==> src/rtl/uart_arb_pkg.sv <==
`default_nettype none
// ============================================================================
// Module  : uart_arb_pkg
// Brief   : Shared types and constants for the UART bus arbiter.
// Revision: 1.0  initial release
// ============================================================================
package uart_arb_pkg;

  typedef enum logic [2:0] {
    IDLE     = 3'd0,
    TX_LOAD  = 3'd1,
    TX_GO    = 3'd2,
    TX_WAIT  = 3'd3,
    TX_DONE  = 3'd4
`ifdef UART_ARB_RX_EN
    ,
    RX_READ  = 3'd5,
    RX_CLR   = 3'd6
`endif
  } uart_arb_state_t;

  localparam logic SEL_CTRL   = 1'b0;
  localparam logic SEL_DATA   = 1'b1;
  localparam int   CTRL_SEND  = 0;
  localparam int   CTRL_RXNEW = 1;

  function automatic logic [31:0] byte_word(input logic [7:0] b);
    return {24'h0, b};
  endfunction

endpackage
`default_nettype wire

==> src/rtl/uart_bus_arbiter_if.sv <==
`default_nettype none
// ============================================================================
// Module  : uart_bus_arbiter_if
// Brief   : Register bus between the arbiter (master) and the UART (slave).
// Revision: 1.0  initial release
// ============================================================================
interface uart_bus_arbiter_if;
  import uart_arb_pkg::*;

  logic [31:0] uart_wdata_o;
  logic        uart_reg_sel_o;
  logic        uart_wr_o;
  logic [31:0] uart_rdata_i;

  modport master (
    output uart_wdata_o,
    output uart_reg_sel_o,
    output uart_wr_o,
    input  uart_rdata_i
  );

  modport slave (
    input  uart_wdata_o,
    input  uart_reg_sel_o,
    input  uart_wr_o,
    output uart_rdata_i
  );

endinterface
`default_nettype wire

==> src/rtl/uart_bus_arbiter_rr_arbiter.sv <==
`default_nettype none
// ============================================================================
// Module  : rr_arbiter
// Brief   : Combinational round-robin grant; first request at or after ptr.
// Revision: 1.0  initial release
// ============================================================================
module rr_arbiter
  import uart_arb_pkg::*;
#(
  parameter int N_REQ = 2,
  parameter int IDX_W = 1
) (
  input  logic [N_REQ-1:0] req,
  input  logic [IDX_W-1:0] ptr,
  output logic [N_REQ-1:0] grant,
  output logic [IDX_W-1:0] idx,
  output logic             any
);

  always_comb begin
    grant = '0;
    idx   = '0;
    any   = 1'b0;
    for (int i = 0; i < N_REQ; i++) begin
      if (!any && req[(int'(ptr) + i) % N_REQ]) begin
        any                              = 1'b1;
        grant[(int'(ptr) + i) % N_REQ]   = 1'b1;
        idx                              = IDX_W'((int'(ptr) + i) % N_REQ);
      end
    end
  end

endmodule
`default_nettype wire

==> src/rtl/uart_bus_arbiter.sv <==
`default_nettype none
// ============================================================================
// Module  : uart_bus_arbiter
// Brief   : Shares the UART register bus among N_REQ byte senders and drains
//           received bytes. RX draining is built only with UART_ARB_RX_EN.
// Revision: 1.0  initial release
// ============================================================================
module uart_bus_arbiter
  import uart_arb_pkg::*;
#(
  parameter int N_REQ   = 2,
  parameter int TIMEOUT = 65535
) (
  input  logic               clk_i,
  input  logic               reset_i,
  input  logic [N_REQ-1:0]   req_i,
  input  logic [8*N_REQ-1:0] req_data_i,
  output logic [N_REQ-1:0]   done_o,
  output logic               err_o,
  output logic               busy_o,
  output logic               rx_valid_o,
  output logic [7:0]         rx_data_o,
  uart_bus_arbiter_if.master uart
);

  localparam int IDX_W = (N_REQ > 1) ? $clog2(N_REQ) : 1;
  localparam int CNT_W = $clog2(TIMEOUT + 1);
  localparam logic [IDX_W-1:0] c_last    = IDX_W'(N_REQ - 1);
  localparam logic [CNT_W-1:0] c_timeout = CNT_W'(TIMEOUT);

  uart_arb_state_t  r_state, w_state_nxt;
  logic [IDX_W-1:0] r_ptr, w_ptr_nxt;
  logic [IDX_W-1:0] r_gnt_idx, w_gnt_idx_nxt;
  logic [N_REQ-1:0] r_gnt_oh, w_gnt_oh_nxt;
  logic [7:0]       r_byte, w_byte_nxt;
  logic [CNT_W-1:0] r_cnt, w_cnt_nxt;
  logic             r_tmo, w_tmo_nxt;

  logic [N_REQ-1:0] r_done, w_done_nxt;
  logic             r_err, w_err_nxt;
  logic             r_busy, w_busy_nxt;
  logic [31:0]      r_wdata, w_wdata_nxt;
  logic             r_sel, w_sel_nxt;
  logic             r_wr, w_wr_nxt;

  logic [N_REQ-1:0] w_grant;
  logic [IDX_W-1:0] w_idx;
  logic             w_any;
  logic             w_unused_rdata;

  assign w_unused_rdata = ^uart.uart_rdata_i;

  rr_arbiter #(
    .N_REQ (N_REQ),
    .IDX_W (IDX_W)
  ) u_rr_arbiter (
    .req   (req_i),
    .ptr   (r_ptr),
    .grant (w_grant),
    .idx   (w_idx),
    .any   (w_any)
  );

`ifdef UART_ARB_RX_EN
  logic       r_rx_valid, w_rx_valid_nxt;
  logic [7:0] r_rx_data, w_rx_data_nxt;
`endif

  // Next-state and next-output logic; outputs are registered from the next state.
  always_comb begin
    w_state_nxt   = r_state;
    w_ptr_nxt     = r_ptr;
    w_gnt_idx_nxt = r_gnt_idx;
    w_gnt_oh_nxt  = r_gnt_oh;
    w_byte_nxt    = r_byte;
    w_cnt_nxt     = r_cnt;
    w_tmo_nxt     = r_tmo;
`ifdef UART_ARB_RX_EN
    w_rx_data_nxt = r_rx_data;
`endif

    case (r_state)
      IDLE: begin
`ifdef UART_ARB_RX_EN
        if (uart.uart_rdata_i[CTRL_RXNEW]) begin
          w_state_nxt = RX_READ;
        end else
`endif
        if (w_any) begin
          w_state_nxt   = TX_LOAD;
          w_gnt_idx_nxt = w_idx;
          w_gnt_oh_nxt  = w_grant;
          w_byte_nxt    = req_data_i[{w_idx, 3'b000} +: 8];
        end
      end
`ifdef UART_ARB_RX_EN
      RX_READ: begin
        w_rx_data_nxt = uart.uart_rdata_i[7:0];
        w_state_nxt   = RX_CLR;
      end
      RX_CLR: begin
        w_state_nxt = IDLE;
      end
`endif
      TX_LOAD: begin
        w_state_nxt = TX_GO;
      end
      TX_GO: begin
        w_cnt_nxt   = '0;
        w_tmo_nxt   = 1'b0;
        w_state_nxt = TX_WAIT;
      end
      TX_WAIT: begin
        if (!uart.uart_rdata_i[CTRL_SEND]) begin
          w_state_nxt = TX_DONE;
        end else if (r_cnt == c_timeout) begin
          w_state_nxt = TX_DONE;
          w_tmo_nxt   = 1'b1;
        end else begin
          w_cnt_nxt = r_cnt + 1'b1;
        end
      end
      TX_DONE: begin
        w_ptr_nxt   = (r_gnt_idx == c_last) ? '0 : r_gnt_idx + 1'b1;
        w_state_nxt = IDLE;
      end
      default: begin
        w_state_nxt = IDLE;
      end
    endcase

    w_sel_nxt   = SEL_CTRL;
    w_wr_nxt    = 1'b0;
    w_wdata_nxt = '0;
    w_done_nxt  = '0;
    w_err_nxt   = 1'b0;
    w_busy_nxt  = (w_state_nxt != IDLE);
`ifdef UART_ARB_RX_EN
    w_rx_valid_nxt = 1'b0;
`endif

    case (w_state_nxt)
`ifdef UART_ARB_RX_EN
      RX_READ: begin
        w_sel_nxt = SEL_DATA;
      end
      RX_CLR: begin
        w_wr_nxt       = 1'b1;
        w_rx_valid_nxt = 1'b1;
      end
`endif
      TX_LOAD: begin
        w_sel_nxt   = SEL_DATA;
        w_wr_nxt    = 1'b1;
        w_wdata_nxt = byte_word(w_byte_nxt);
      end
      TX_GO: begin
        w_wr_nxt    = 1'b1;
        w_wdata_nxt = 32'h1 << CTRL_SEND;
      end
      TX_DONE: begin
        w_done_nxt = w_gnt_oh_nxt;
        w_err_nxt  = w_tmo_nxt;
      end
      default: begin
        w_sel_nxt = SEL_CTRL;
      end
    endcase
  end

  always_ff @(posedge clk_i or negedge reset_i) begin
    if (!reset_i) begin
      r_state   <= IDLE;
      r_ptr     <= '0;
      r_gnt_idx <= '0;
      r_gnt_oh  <= '0;
      r_byte    <= '0;
      r_cnt     <= '0;
      r_tmo     <= 1'b0;
      r_done    <= '0;
      r_err     <= 1'b0;
      r_busy    <= 1'b0;
      r_wdata   <= '0;
      r_sel     <= 1'b0;
      r_wr      <= 1'b0;
    end else begin
      r_state   <= w_state_nxt;
      r_ptr     <= w_ptr_nxt;
      r_gnt_idx <= w_gnt_idx_nxt;
      r_gnt_oh  <= w_gnt_oh_nxt;
      r_byte    <= w_byte_nxt;
      r_cnt     <= w_cnt_nxt;
      r_tmo     <= w_tmo_nxt;
      r_done    <= w_done_nxt;
      r_err     <= w_err_nxt;
      r_busy    <= w_busy_nxt;
      r_wdata   <= w_wdata_nxt;
      r_sel     <= w_sel_nxt;
      r_wr      <= w_wr_nxt;
    end
  end

`ifdef UART_ARB_RX_EN
  always_ff @(posedge clk_i or negedge reset_i) begin
    if (!reset_i) begin
      r_rx_valid <= 1'b0;
      r_rx_data  <= '0;
    end else begin
      r_rx_valid <= w_rx_valid_nxt;
      r_rx_data  <= w_rx_data_nxt;
    end
  end

  assign rx_valid_o = r_rx_valid;
  assign rx_data_o  = r_rx_data;
`else
  assign rx_valid_o = 1'b0;
  assign rx_data_o  = 8'h00;
`endif

  assign done_o              = r_done;
  assign err_o               = r_err;
  assign busy_o              = r_busy;
  assign uart.uart_wdata_o   = r_wdata;
  assign uart.uart_reg_sel_o = r_sel;
  assign uart.uart_wr_o      = r_wr;

endmodule
`default_nettype wire
==> src/flat_wrapper.sv <==
// flat-port wrapper written by rule: the top's interface ports become plain ports
module uart_bus_arbiter_flat import uart_arb_pkg::*;
#(
  parameter int N_REQ   = 2,
  parameter int TIMEOUT = 65535
)
  (clk_i, reset_i, req_i, req_data_i, done_o, err_o, busy_o, rx_valid_o, rx_data_o, uart_uart_wdata_o, uart_uart_reg_sel_o, uart_uart_wr_o, uart_uart_rdata_i);
  uart_bus_arbiter_if uart_i ();
  input  logic clk_i;
  input  logic reset_i;
  input  logic [N_REQ-1:0] req_i;
  input  logic [8*N_REQ-1:0] req_data_i;
  output logic [N_REQ-1:0] done_o;
  output logic err_o;
  output logic busy_o;
  output logic rx_valid_o;
  output logic [7:0] rx_data_o;
  output wire logic [$bits(uart_i.uart_wdata_o)-1:0] uart_uart_wdata_o;
  output wire logic [$bits(uart_i.uart_reg_sel_o)-1:0] uart_uart_reg_sel_o;
  output wire logic [$bits(uart_i.uart_wr_o)-1:0] uart_uart_wr_o;
  input wire logic [$bits(uart_i.uart_rdata_i)-1:0] uart_uart_rdata_i;
  assign uart_uart_wdata_o = uart_i.uart_wdata_o;
  assign uart_uart_reg_sel_o = uart_i.uart_reg_sel_o;
  assign uart_uart_wr_o = uart_i.uart_wr_o;
  assign uart_i.uart_rdata_i = uart_uart_rdata_i;
  uart_bus_arbiter #(.N_REQ(N_REQ), .TIMEOUT(TIMEOUT)) u_core (.clk_i(clk_i), .reset_i(reset_i), .req_i(req_i), .req_data_i(req_data_i), .done_o(done_o), .err_o(err_o), .busy_o(busy_o), .rx_valid_o(rx_valid_o), .rx_data_o(rx_data_o), .uart(uart_i));
endmodule
==> config.mk <==
export PLATFORM = sky130hd
export DESIGN_NAME = uart_bus_arbiter_flat
export DESIGN_NICKNAME = d
export VERILOG_FILES = /design/src/rtl/uart_arb_pkg.sv /design/src/rtl/uart_bus_arbiter_if.sv /design/src/rtl/uart_bus_arbiter_rr_arbiter.sv /design/src/rtl/uart_bus_arbiter.sv /design/src/flat_wrapper.sv
export SDC_FILE = /design/constraint.sdc
export NUM_CORES = 1
export LEC_CHECK = 0
export CORE_UTILIZATION = 40
export DETAILED_ROUTE_END_ITERATION = 7
export HOLD_SLACK_MARGIN = 0.12
export PLACE_DENSITY = 0.87
export SYNTH_ARGS = -nofsm -noshare
export SYNTH_HDL_FRONTEND = slang
export SYNTH_SLANG_ARGS = --single-unit
==> constraint.sdc <==
create_clock -name clk_i -period 1.86 [get_ports clk_i]
set_input_delay 0.465 -clock clk_i [delete_from_list [all_inputs] [get_ports clk_i]]
set_output_delay 0.465 -clock clk_i [all_outputs]
set_load 0.01 [all_outputs]
==> results of run 1 <==
-- registers in the layout (all words and copies together), names as in the netlist --
register                    count
u_core.r_ptr                    1
u_core.uart.uart_wdata_o        8
u_core.uart.uart_wr_o           1
u_core.r_cnt                   16
u_core.r_state                  3
u_core.done_o                   2
u_core.r_tmo                    1
u_core.uart.uart_reg_sel_o      1
u_core.busy_o                   1
u_core.r_gnt_oh                 2
u_core.r_gnt_idx                1
u_core.err_o                    1
-- cells by family (layout without fill, tap and decap cells) --
family	after synthesis	after routing
other	1	33
AND/OR/NAND/NOR	55	55
flip-flops	38	38
AO/OA/AOI/OAI	45	45
buffers and inverters	50	64
multiplexers	8	8
adder cells (fa/ha/maj)	1	1
-- layer usage --
| metal | global-route usage | vias to the layer above | wire length [um] |
|---|---|---|---|
| met5 | 0 | - | 0 |
| met4 | 0.0763 | 0 | 54 |
| met3 | 0.0525 | 9 | 224 |
| met2 | 0.297 | 59 | 2130 |
| met1 | 0.178 | 754 | 1450 |
| li1 | - | 734 | - |
-- through the flow --
stage / power (mW) / setup slack (ns) / instance area, um^2 / cells
5_1_grt: 3.01 / -0.0113 / 2540 / 311
6_report: 2.84 / 0.0505 / 2540 / 311
4_1_cts: 2.85 / 0.0404 / 2510 / 311
3_5_place_dp: 1.98 / -0.311 / 2350 / 302
3_3_place_gp: 1.93 / -0.254 / 2350 / 302
2_1_floorplan: 1.65 / 0.230 / 2120 / 230
-- where the power goes --
group | leakage (nW) | switching, mW | internal [mW]
clock | 0.0714 | 0.290 | 0.572
combinational | 0.563 | 0.485 | 0.412
sequential | 0.507 | 0.0811 | 0.995
total | 1.14 | 0.857 | 1.98
-- cells in the mapped netlist --
master,instances,area [um^2]
a21boi_0,1,7.51
a21oi_1,13,65.1
a22o_1,2,17.5
a31o_2,1,8.76
a31oi_1,2,12.5
and2_1,1,6.26
and3_1,2,12.5
and4_1,2,17.5
and4b_1,1,10.0
buf_2,4,20.0
buf_4,35,263
buf_6,1,11.3
clkbuf_1,3,11.3
conb_1,1,3.75
dfrtp_1,38,951
ha_1,1,12.5
inv_1,7,26.3
mux2i_1,8,80.1
nand2_1,7,26.3
nand3_1,6,30.0
nand3_2,1,10.0
nand4_1,7,43.8
nand4_4,1,21.3
nor2_1,10,37.5
nor2b_1,3,18.8
nor3_1,1,5.00
nor3b_1,1,7.51
nor4_1,1,6.26
o2111ai_1,1,8.76
o211ai_1,1,7.51
o21ai_0,9,45.0
o21ai_1,1,5.00
o22ai_1,1,6.26
o311ai_0,4,35.0
o31ai_1,7,52.6
o32ai_1,1,8.76
o41ai_1,1,8.76
or2b_2,1,8.76
or3_1,7,43.8
or4_1,3,22.5
-- critical path: stages --
cell             delay (ns)
clkdlybuf4s50_1        0.48
and4b_2                0.32
nand4_4                0.11
or4_4                  0.50
a21oi_2                0.15
-- how the worst min path moves through the flow --
stage,endpoint,cells after the start
after floorplan,u_core.busy_o,0
after global placement,u_core.r_cnt[3],1
after detailed placement,u_core.r_cnt[2],1
after CTS,u_core.r_ptr,1
after global routing,u_core.r_ptr,1
final,u_core.r_ptr,1
-- what timing repair did --
action	4_1_cts	5_1_grt
cloned	0	0
hold buffers	1	0
endpoints found under the hold margin	17	0
pin swaps	0	3
resized for setup	1	7
endpoints found under the setup margin	2	10
-- final cells by class --
type | count | area, um^2
clock buffers | 6 | 82.6
multi-input cells | 142 | 877
well taps | 67 | 83.8
flip-flops and latches | 38 | 951
repair buffers | 49 | 463
clock inverters | 2 | 60.1
fillers | 429 | 2210
inverters | 7 | 26.3
==> metrics.md, run 1 <==
| Metric | Value |
|---|---|
| Status | finished, final reports clean |
| # IOs | 99 |
| Global route total overflow | 0 |
| Final setup violation count | 0 |
| Sinks on Clock Net | 38 |
| RSZ-0062 raised after global routing | yes |
| Die area | 5280 um^2 |
| First-pass GRT wire length | between 6000 and 7000 um |
| Postcts setup bufs | 0 |
| Post-synthesis compound-gate area fraction | 0.145 |
| Final HPWL DP | 2840 um |
| Final WL | 3860 um |
| Rows | 25 |
| Util after Layout | 0.535 |
| Max_cap viols | 0 |
| Setup TNS | 0 ns |
| FF-to-FF End | u_core.r_cnt[13] |
| Critical Path AT | slightly above 2 ns |
| CP Launch Type | primary input |
| Synth Cell Area | between 1500 and 2000 um^2 |
| Initial Util | 0.420 |
| Hold Path Class | reg2reg |
| Lkg Pwr | about 1.1 nW |
| Critical Path Sink Type | register |
| WHS | 0.473 ns |
| Mapped Cells | 198 |
| Vias | around 1.6k |
| CP max FO | 5 |
| Die X | a little over 70 um |
| DR iter-0 viols | roughly 140 |
| Simple logic cell fraction of the synthesized area | 0.164 |
| Commonest non-fill, non-tap cells in the layout | dfrtp_1 (38), conb_1 (33), clkdlybuf4s50_1 (33), buf_4 (13), a21oi_1 (11) |
| Final RePlAce weighted congestion | about 0.79 |
| WL/cell | 12.4 um |
| CTS root buf | clkbuf_8 |
| Depth of the worst register-to-register path | 6 |
| Post-synthesis xor/xnor area fraction | 0 |
| Worst r2r src | u_core.r_cnt[0] |
| Critical Path Sink | u_core.r_cnt[13] |
| Pwr Density | between 1000 and 1500 nW/um^2 |
| Worst clock skew | a little under 0.006 ns |
| Post-synthesis mux area share | 0.0401 |
| Number of remaining DRC errors | 0 |
| Buffers on Ports | 34 |
| Routed Antenna Nets | 0 |
| Total Routing Usage GR | 0.166 |
| R2r setup slk | roughly 0.080 ns |
| Syn avg cell area | between 10 and 15 um^2 |
| FF+latch count, synth | 38 |
| Worst setup path start | uart_uart_rdata_i[0] |
| Syn. warnings | 0 |
| Min Tclk post-route | approximately 1.8 ns |
| Area delta synth->final | 27.5% |
| Worst Min Path Start | u_core.r_gnt_idx |
| Ant diodes | 0 |
| Seq/Total Area, Yosys | 0.476 |
| Post-route clock period utilization | 0.973 |
| Critical path class | in2reg |
| CTS tree | built |
| First-pass DRT Iterations | 4 |
| Peak Freq | approximately 550 MHz |
| Peak supply drop | 0.710 mV |
| Skew-Pair Late Insertion Delay | just under 0.3 ns |
| Initial antenna violation count | 0 |
| Largest net degree at the start of global routing | 22 |
| Drt via density | approximately 5.0 |
| H-tree depth | 2 |
| Final hold vios | 0 |
| Largest family of logic cells by synthesized area | buffers and inverters |
| Chip height | ~73 um |
| Number of buffers created by CTS | 5 |
| Final slew viol count | 0 |
| Adder and majority gate portion of the synthesized area | 0.00627 |
| Core area | 4750 um^2 |
| Vias in the first global route | about 1.6k |
| Library cells used by synthesis | 40 |
| Share of cells above drive strength 1 | 0.143 |
| Nets | approximately 300 |
| Commonest non-fill, non-tap cell in the layout | dfrtp_1 |
| CTS clk-pin slew, worst paths | about 0.080 ns |
| CP Data Required Time | between 2 and 2.5 ns |
| CTS max path bufs | 2 |
Note: power is estimated with default switching activity, not from simulation.
==> run 2, diff against run 1 <==
--- a/config.mk
+++ b/config.mk
@@ -8,7 +8,7 @@
 export CORE_UTILIZATION = 40
 export DETAILED_ROUTE_END_ITERATION = 7
 export HOLD_SLACK_MARGIN = 0.12
-export PLACE_DENSITY = 0.87
+export PLACE_DENSITY = 0.78
 export SYNTH_ARGS = -nofsm -noshare
 export SYNTH_HDL_FRONTEND = slang
 export SYNTH_SLANG_ARGS = --single-unit
==> run 2 against run 1 <==
Effect of this change:
- die area did not move
- clock skew rose by 0.0037 ns
- final cell count rose by 0.64%
- sequential share of layout area rose by 0.50 points
- clock-buffer cell count fell by 1
==> metrics.md, run 2 (synthesis results as in run 1) <==
| Metric | Value |
|---|---|
| CP max-delay cell | clkdlybuf4s50_1 (was or4_4) |
| Worst Hold Path Cells | 1 (unchanged) |
| Core area | 4750 um^2 (unchanged) |
| Finished Layout Cells | 313 (was 311) |
| CTS clk-pin slew, worst paths | 0.07 ns (was 0.08 ns) |
| Critical path class | in2reg (unchanged) |
| CP max FO | 5 (unchanged) |
| Peak Freq | 546 MHz (was 553 MHz) |
| Internal power | 1.81 mW (was 1.98 mW) |
| Final instance area | 2510 um^2 (was 2540 um^2) |
| Total Routing Usage GR | 0.155 (was 0.166) |
| Post-route clock period utilization | 0.985 (was 0.973) |
| Critical Path AT | 2.05 ns (was 2.03 ns) |
| Chip height | 72.6 um (unchanged) |
| First-pass GRT wire length | 6290 um (was 6740 um) |
| Number of remaining DRC errors | 0 (unchanged) |
| Switching share of power | 0.322 (was 0.302) |
| Initial Util | 0.420 (unchanged) |
| Commonest non-fill, non-tap cells in the layout | dfrtp_1 (38), conb_1 (33), clkdlybuf4s50_1 (33), buf_4 (15), a21oi_1 (13) (was dfrtp_1 (38), conb_1 (33), clkdlybuf4s50_1 (33), buf_4 (13), a21oi_1 (11)) |
| Final RePlAce weighted congestion | 0.768 (was 0.788) |
| Setup TNS | 0 ns (unchanged) |
| CP Data Required Time | 2.08 ns (about the same) |
| Max stage delay on crit path | 0.52 ns (was 0.50 ns) |
| Number of buffers created by CTS | 5 (unchanged) |
| Hold Path Class | reg2reg (unchanged) |
| Critical Path Sink Type | register (unchanged) |
| Number of flip-flops in the largest register | 16 (unchanged) |
| H-tree depth | 2 (unchanged) |
| Nets | 298 (was 296) |
| Peak supply drop | 0.608 mV (was 0.710 mV) |
| Inst Count DP | 304 (was 302) |
| NetSw | 0.861 mW (was 0.857 mW) |
| Crit path cell chain | clkdlybuf4s50_1 -> and4b_2 -> nand4_4 -> or4_1 -> a21oi_1 (was clkdlybuf4s50_1 -> and4b_2 -> nand4_4 -> or4_4 -> a21oi_2) |
| WL/cell | 11.9 um (was 12.4 um) |
| Pwr Density | 1070 nW/um^2 (was 1110 nW/um^2) |
| Die X | 72.6 um (unchanged) |
| Depth of the worst register-to-register path | 6 (unchanged) |
| DR iter-0 viols | 52 (was 142) |
| Vias in the first global route | 1431 (was 1627) |
| Max_cap viols | 0 (unchanged) |
| Final setup violation count | 0 (unchanged) |
| Largest register by flop count | u_core.r_cnt (unchanged) |
| # IOs | 99 (unchanged) |
| Pwr Total | 2.67 mW (was 2.84 mW) |
| Clk pwr share | 0.264 (was 0.304) |
| Commonest non-fill, non-tap cell in the layout | dfrtp_1 (unchanged) |
| Global route total overflow | 0 (unchanged) |
| Min Tclk post-route | 1.83 ns (was 1.81 ns) |
| Skew-Pair Late Insertion Delay | 0.30 ns (was 0.29 ns) |
| Lkg Pwr | 1.11 nW (was 1.14 nW) |
| Worst Min Path Start | u_core.r_gnt_idx (unchanged) |
| Util after Layout | 0.528 (was 0.535) |
| Initial antenna violation count | 0 (unchanged) |
| Final hold vios | 0 (unchanged) |
| Postcts setup bufs | 0 (unchanged) |
| Final HPWL DP | 2800 um (was 2840 um) |
| RSZ-0062 raised after global routing | yes (unchanged) |
| Pre-CTS WS | -0.330 ns (was -0.311 ns) |
| Sinks on Clock Net | 38 (unchanged) |
| Drt via density | 4.84 (was 5.00) |
| CTS root buf | clkbuf_8 (unchanged) |
| CP Launch Type | primary input (unchanged) |
| Vias | 1515 (was 1556) |
| Worst r2r src | u_core.r_cnt[0] (unchanged) |
| Status | finished, final reports clean (unchanged) |
| Logic pwr share | 0.337 (was 0.317) |
| WHS | 0.500 ns (was 0.473 ns) |
| Final slew viol count | 0 (unchanged) |
| Routed Antenna Nets | 0 (unchanged) |
| Rows | 25 (unchanged) |
| Share of cells above drive strength 1 | 0.138 (was 0.143) |
| Area delta synth->final | 25.8% (was 27.5%) |
| Worst clock skew | 0.00959 ns (was 0.00593 ns) |
| CTS tree | built (unchanged) |
| Worst Slack Setup Final | 0.0280 ns (was 0.0505 ns) |
| Largest net degree at the start of global routing | 19 (was 22) |
| Cell Area, Placed | 2370 um^2 (was 2350 um^2) |
| Worst setup path start | uart_uart_rdata_i[0] (unchanged) |
| Die area | 5280 um^2 (unchanged) |
| Final WL | 3730 um (was 3860 um) |
| Buffers on Ports | 34 (unchanged) |
| Ant diodes | 0 (unchanged) |
| CTS max path bufs | 2 (unchanged) |
| First-pass DRT Iterations | 4 (unchanged) |
| Reg power frac | 0.399 (was 0.379) |
[run 2: worst paths after layout]
path	endpoint	slack, ns
worst max-delay path	u_core.r_cnt[15]	0.03
worst min-delay path	u_core.r_ptr	0.50
worst max register to register	u_core.r_cnt[15]	0.10
worst min register to register	u_core.r_ptr	0.50
max in group asynchronous	u_core.r_state[2]	0.75
min in group asynchronous	u_core.r_cnt[6]	0.64
[run 2: layer usage]
| metal | track usage | wire length (um) | up-vias |
|---|---|---|---|
| li1 | - | - | 740 |
| met1 | 0.177 | 1580 | 723 |
| met2 | 0.274 | 1870 | 46 |
| met3 | 0.0594 | 249 | 6 |
| met4 | 0.0392 | 36 | 0 |
| met5 | 0 | 0 | - |
[run 2: power groups by stage]
stage / sequential (mW) / combinational (mW) / clock [mW]
5_1_grt: 1.08 / 1.00 / 0.756
4_1_cts: 1.07 / 0.908 / 0.723
3_3_place_gp: 1.08 / 0.872 / 0
2_1_floorplan: 1.11 / 0.535 / 0
3_5_place_dp: 1.09 / 0.902 / 0
6_report: 1.07 / 0.902 / 0.705
[run 2: worst max-delay path, delay by kind of cell]
family	cells	cell delay (ns)
buffers and inverters	1	0.52
AO/OA/AOI/OAI	1	0.15
AND/OR/NAND/NOR	3	0.91
[run 2: area by class of cell]
type | instances | area, um^2
clock buffers | 5 | 68.8
clock inverters | 3 | 45.0
fillers | 438 | 2240
inverters | 7 | 26.3
multi-input cells | 142 | 857
flip-flops and latches | 38 | 951
well taps | 67 | 83.8
repair buffers | 51 | 478
[run 2: timing repair]
| item | in CTS | in global routing |
|---|---|---|
| gates cloned | 0 | 0 |
| resized for setup | 1 | 3 |
| hold buffers | 1 | 0 |
| pin swaps | 0 | 3 |
| setup endpoints to repair | 3 | 7 |
| endpoints found under the hold margin | 16 | 0 |
==> run 3, diff against run 2 <==
--- a/config.mk
+++ b/config.mk
@@ -7,7 +7,6 @@
 export LEC_CHECK = 0
 export CORE_UTILIZATION = 40
 export DETAILED_ROUTE_END_ITERATION = 7
-export HOLD_SLACK_MARGIN = 0.12
 export PLACE_DENSITY = 0.78
 export SYNTH_ARGS = -nofsm -noshare
 export SYNTH_HDL_FRONTEND = slang
==> run 3 against run 2 <==
Effect of this change:
- design area down 0.25%
- clock power about the same
- total power down 0.10%
- sequential power about the same
- global-route usage decreased by 0.15 points
- die area unchanged
- combinational power hardly changed
- first-iteration DRC count increased by 9.6%
- non-clock buffer count is 1 lower
- via count rose by 0.26%
- maximum frequency down 0.17%
- critical path type unchanged
- highest routed layer unchanged
==> metrics.md, run 3 (synthesis results as in run 1) <==
| Metric | Value |
|---|---|
| Status | finished, final reports clean (unchanged) |
| Commonest non-fill, non-tap cell in the layout | dfrtp_1 (unchanged) |
| Peak Freq | 545 MHz (was 546 MHz) |
| Internal power | 1.81 mW (about the same) |
| Switching share of power | 0.322 (about the same) |
| Reg power frac | 0.399 (about the same) |
| Worst r2r src | u_core.r_cnt[0] (unchanged) |
| Number of buffers created by CTS | 5 (unchanged) |
| Clk pwr share | 0.263 (was 0.264) |
| Die area | 5280 um^2 (unchanged) |
| CTS root buf | clkbuf_8 (unchanged) |
| Worst clock skew | 0.00880 ns (was 0.00959 ns) |
| NetSw | 0.860 mW (was 0.861 mW) |
| CP max-delay cell | clkdlybuf4s50_1 (unchanged) |
| RSZ-0062 raised after global routing | yes (unchanged) |
| Cell Area, Placed | 2370 um^2 (unchanged) |
| Setup TNS | 0 ns (unchanged) |
| Drt via density | 4.87 (was 4.84) |
| CP max FO | 5 (unchanged) |
| Skew-Pair Late Insertion Delay | 0.29 ns (was 0.30 ns) |
| Share of cells above drive strength 1 | 0.143 (was 0.138) |
| CP Data Required Time | 2.07 ns (was 2.08 ns) |
| Finished Layout Cells | 312 (was 313) |
| Peak supply drop | 0.607 mV (was 0.608 mV) |
| First-pass GRT wire length | 6240 um (was 6290 um) |
| Final RePlAce weighted congestion | 0.768 (unchanged) |
| Initial antenna violation count | 0 (unchanged) |
| Rows | 25 (unchanged) |
| DR iter-0 viols | 57 (was 52) |
| Number of remaining DRC errors | 0 (unchanged) |
| Pwr Density | 1070 nW/um^2 (about the same) |
| FF-to-FF End | u_core.r_state[1] (was u_core.r_cnt[15]) |
| WHS | 0.0931 ns (was 0.500 ns) |
| Hold Path Class | in2async (was reg2reg) |
| Number of flip-flops in the largest register | 16 (unchanged) |
| Sinks on Clock Net | 38 (unchanged) |
| Depth of the worst register-to-register path | 6 (unchanged) |
| CTS Hold Bufs | 0 (was 1) |
| Largest net degree at the start of global routing | 19 (unchanged) |
| CTS clk-pin slew, worst paths | 0.08 ns (was 0.07 ns) |
| Inst Count DP | 304 (unchanged) |
| Min Tclk post-route | 1.84 ns (was 1.83 ns) |
| FILL cells | 440 (was 438) |
| Vias in the first global route | 1422 (was 1431) |
| Buffers on Ports | 34 (unchanged) |
| Final slew viol count | 0 (unchanged) |
| Max_cap viols | 0 (unchanged) |
| Nets | 297 (was 298) |
| Vias | 1519 (was 1515) |
| Final setup violation count | 0 (unchanged) |
| Register area | 951 um^2 (unchanged) |
| CTS tree | built (unchanged) |
| Final instance area | 2500 um^2 (was 2510 um^2) |
| CP Launch Type | primary input (unchanged) |
| Core area | 4750 um^2 (unchanged) |
| Commonest non-fill, non-tap cells in the layout | dfrtp_1 (38), conb_1 (33), clkdlybuf4s50_1 (33), buf_4 (15), a21oi_1 (13) (unchanged) |
| Final WL | 3760 um (was 3730 um) |
| First-pass DRT Iterations | 4 (unchanged) |
| Max stage delay on crit path | 0.52 ns (about the same) |
| Area of the multi-input gates | 861 um^2 (was 857 um^2) |
| Ant diodes | 0 (unchanged) |
| H-tree depth | 2 (unchanged) |
| Worst Slack Setup Final | 0.0249 ns (was 0.0280 ns) |
| Chip height | 72.6 um (unchanged) |
| Routed Antenna Nets | 0 (unchanged) |
| Crit path cell chain | clkdlybuf4s50_1 -> and4b_2 -> nand4_4 -> or4_4 -> a21oi_1 (was clkdlybuf4s50_1 -> and4b_2 -> nand4_4 -> or4_1 -> a21oi_1) |
| Final HPWL DP | 2800 um (unchanged) |
| Critical Path AT | 2.05 ns (about the same) |
| Critical path class | in2reg (unchanged) |
| Largest register by flop count | u_core.r_cnt (unchanged) |
| Total Routing Usage GR | 0.154 (was 0.155) |
| Final hold vios | 0 (unchanged) |
| Post-route clock period utilization | 0.987 (was 0.985) |
| Critical Path Sink Type | register (unchanged) |
| CTS max path bufs | 2 (unchanged) |
| R2r setup slk | 0.11 ns (was 0.10 ns) |
| Die X | 72.6 um (unchanged) |
| Pre-CTS WS | -0.330 ns (unchanged) |
| Lkg Pwr | 1.11 nW (about the same) |
| Area delta synth->final | 25.5% (was 25.8%) |
| Global route total overflow | 0 (unchanged) |
| WL/cell | 12.1 um (was 11.9 um) |
| Logic pwr share | 0.337 (about the same) |
| Initial Util | 0.420 (unchanged) |
| # IOs | 99 (unchanged) |
| Postcts setup bufs | 0 (unchanged) |
## run 3: cell count changes in the layout (fill, tap and decap cells not counted), sizes merged
cell,delta
dlygate4sd3,-1
## run 3: timing repair
item / in CTS / in global routing
pin swaps: 0 / 3
setup endpoints to repair: 3 / 7
gates resized for setup: 1 / 4
## run 3: power groups by stage
stage / clock, mW / sequential [mW] / combinational, mW
detailed placement: 0 / 1.09 / 0.902
global route: 0.752 / 1.08 / 0.999
CTS: 0.723 / 1.07 / 0.906
floorplan: 0 / 1.11 / 0.535
global placement: 0 / 1.08 / 0.872
finish: 0.704 / 1.07 / 0.900
## run 3: how the worst max path moves through the flow
stage | start | end | slack [ns] | cells after the start
final | uart_uart_rdata_i[0] | u_core.r_cnt[15] | 0.02 | 5
after detailed placement | uart_uart_rdata_i[0] | u_core.r_cnt[15] | -0.33 | 5
after floorplan | u_core.r_cnt[0] | u_core.r_cnt[13] | 0.23 | 6
after global placement | uart_uart_rdata_i[0] | u_core.r_cnt[14] | -0.32 | 5
after CTS | uart_uart_rdata_i[0] | u_core.r_cnt[15] | 0.03 | 5
after global routing | uart_uart_rdata_i[0] | u_core.r_cnt[14] | -0.03 | 5
## run 3: critical path: cells and delay by family
family / cells / cell delay [ns]
AO/OA/AOI/OAI: 1 / 0.15
buffers and inverters: 1 / 0.52
AND/OR/NAND/NOR: 3 / 0.92
## run 3: layout make-up
| class | count | area share |
|---|---|---|
| Inverter | 7 | 0.0105 |
| Tap cell | 67 | 0.0335 |
| Sequential cell | 38 | 0.380 |
| Multi-Input combinational cell | 142 | 0.344 |
| Timing Repair Buffer | 50 | 0.187 |
| Clock inverter | 3 | 0.0180 |
| Clock buffer | 5 | 0.0275 |
## run 3: metrics by stage
step / util / power [mW]
after floorplan: - / 1.65
after global placement: 0.498 / 1.95
after detailed placement: 0.498 / 1.99
after CTS: 0.522 / 2.70
after global routing: 0.527 / 2.84
final: 0.527 / 2.67
## run 3: per-layer routing
metal  global-route usage  routed length (um)
met5                    0                   0
met4               0.0523                  48
met3               0.0470                 232
met2                0.272                1900
met1                0.177                1580
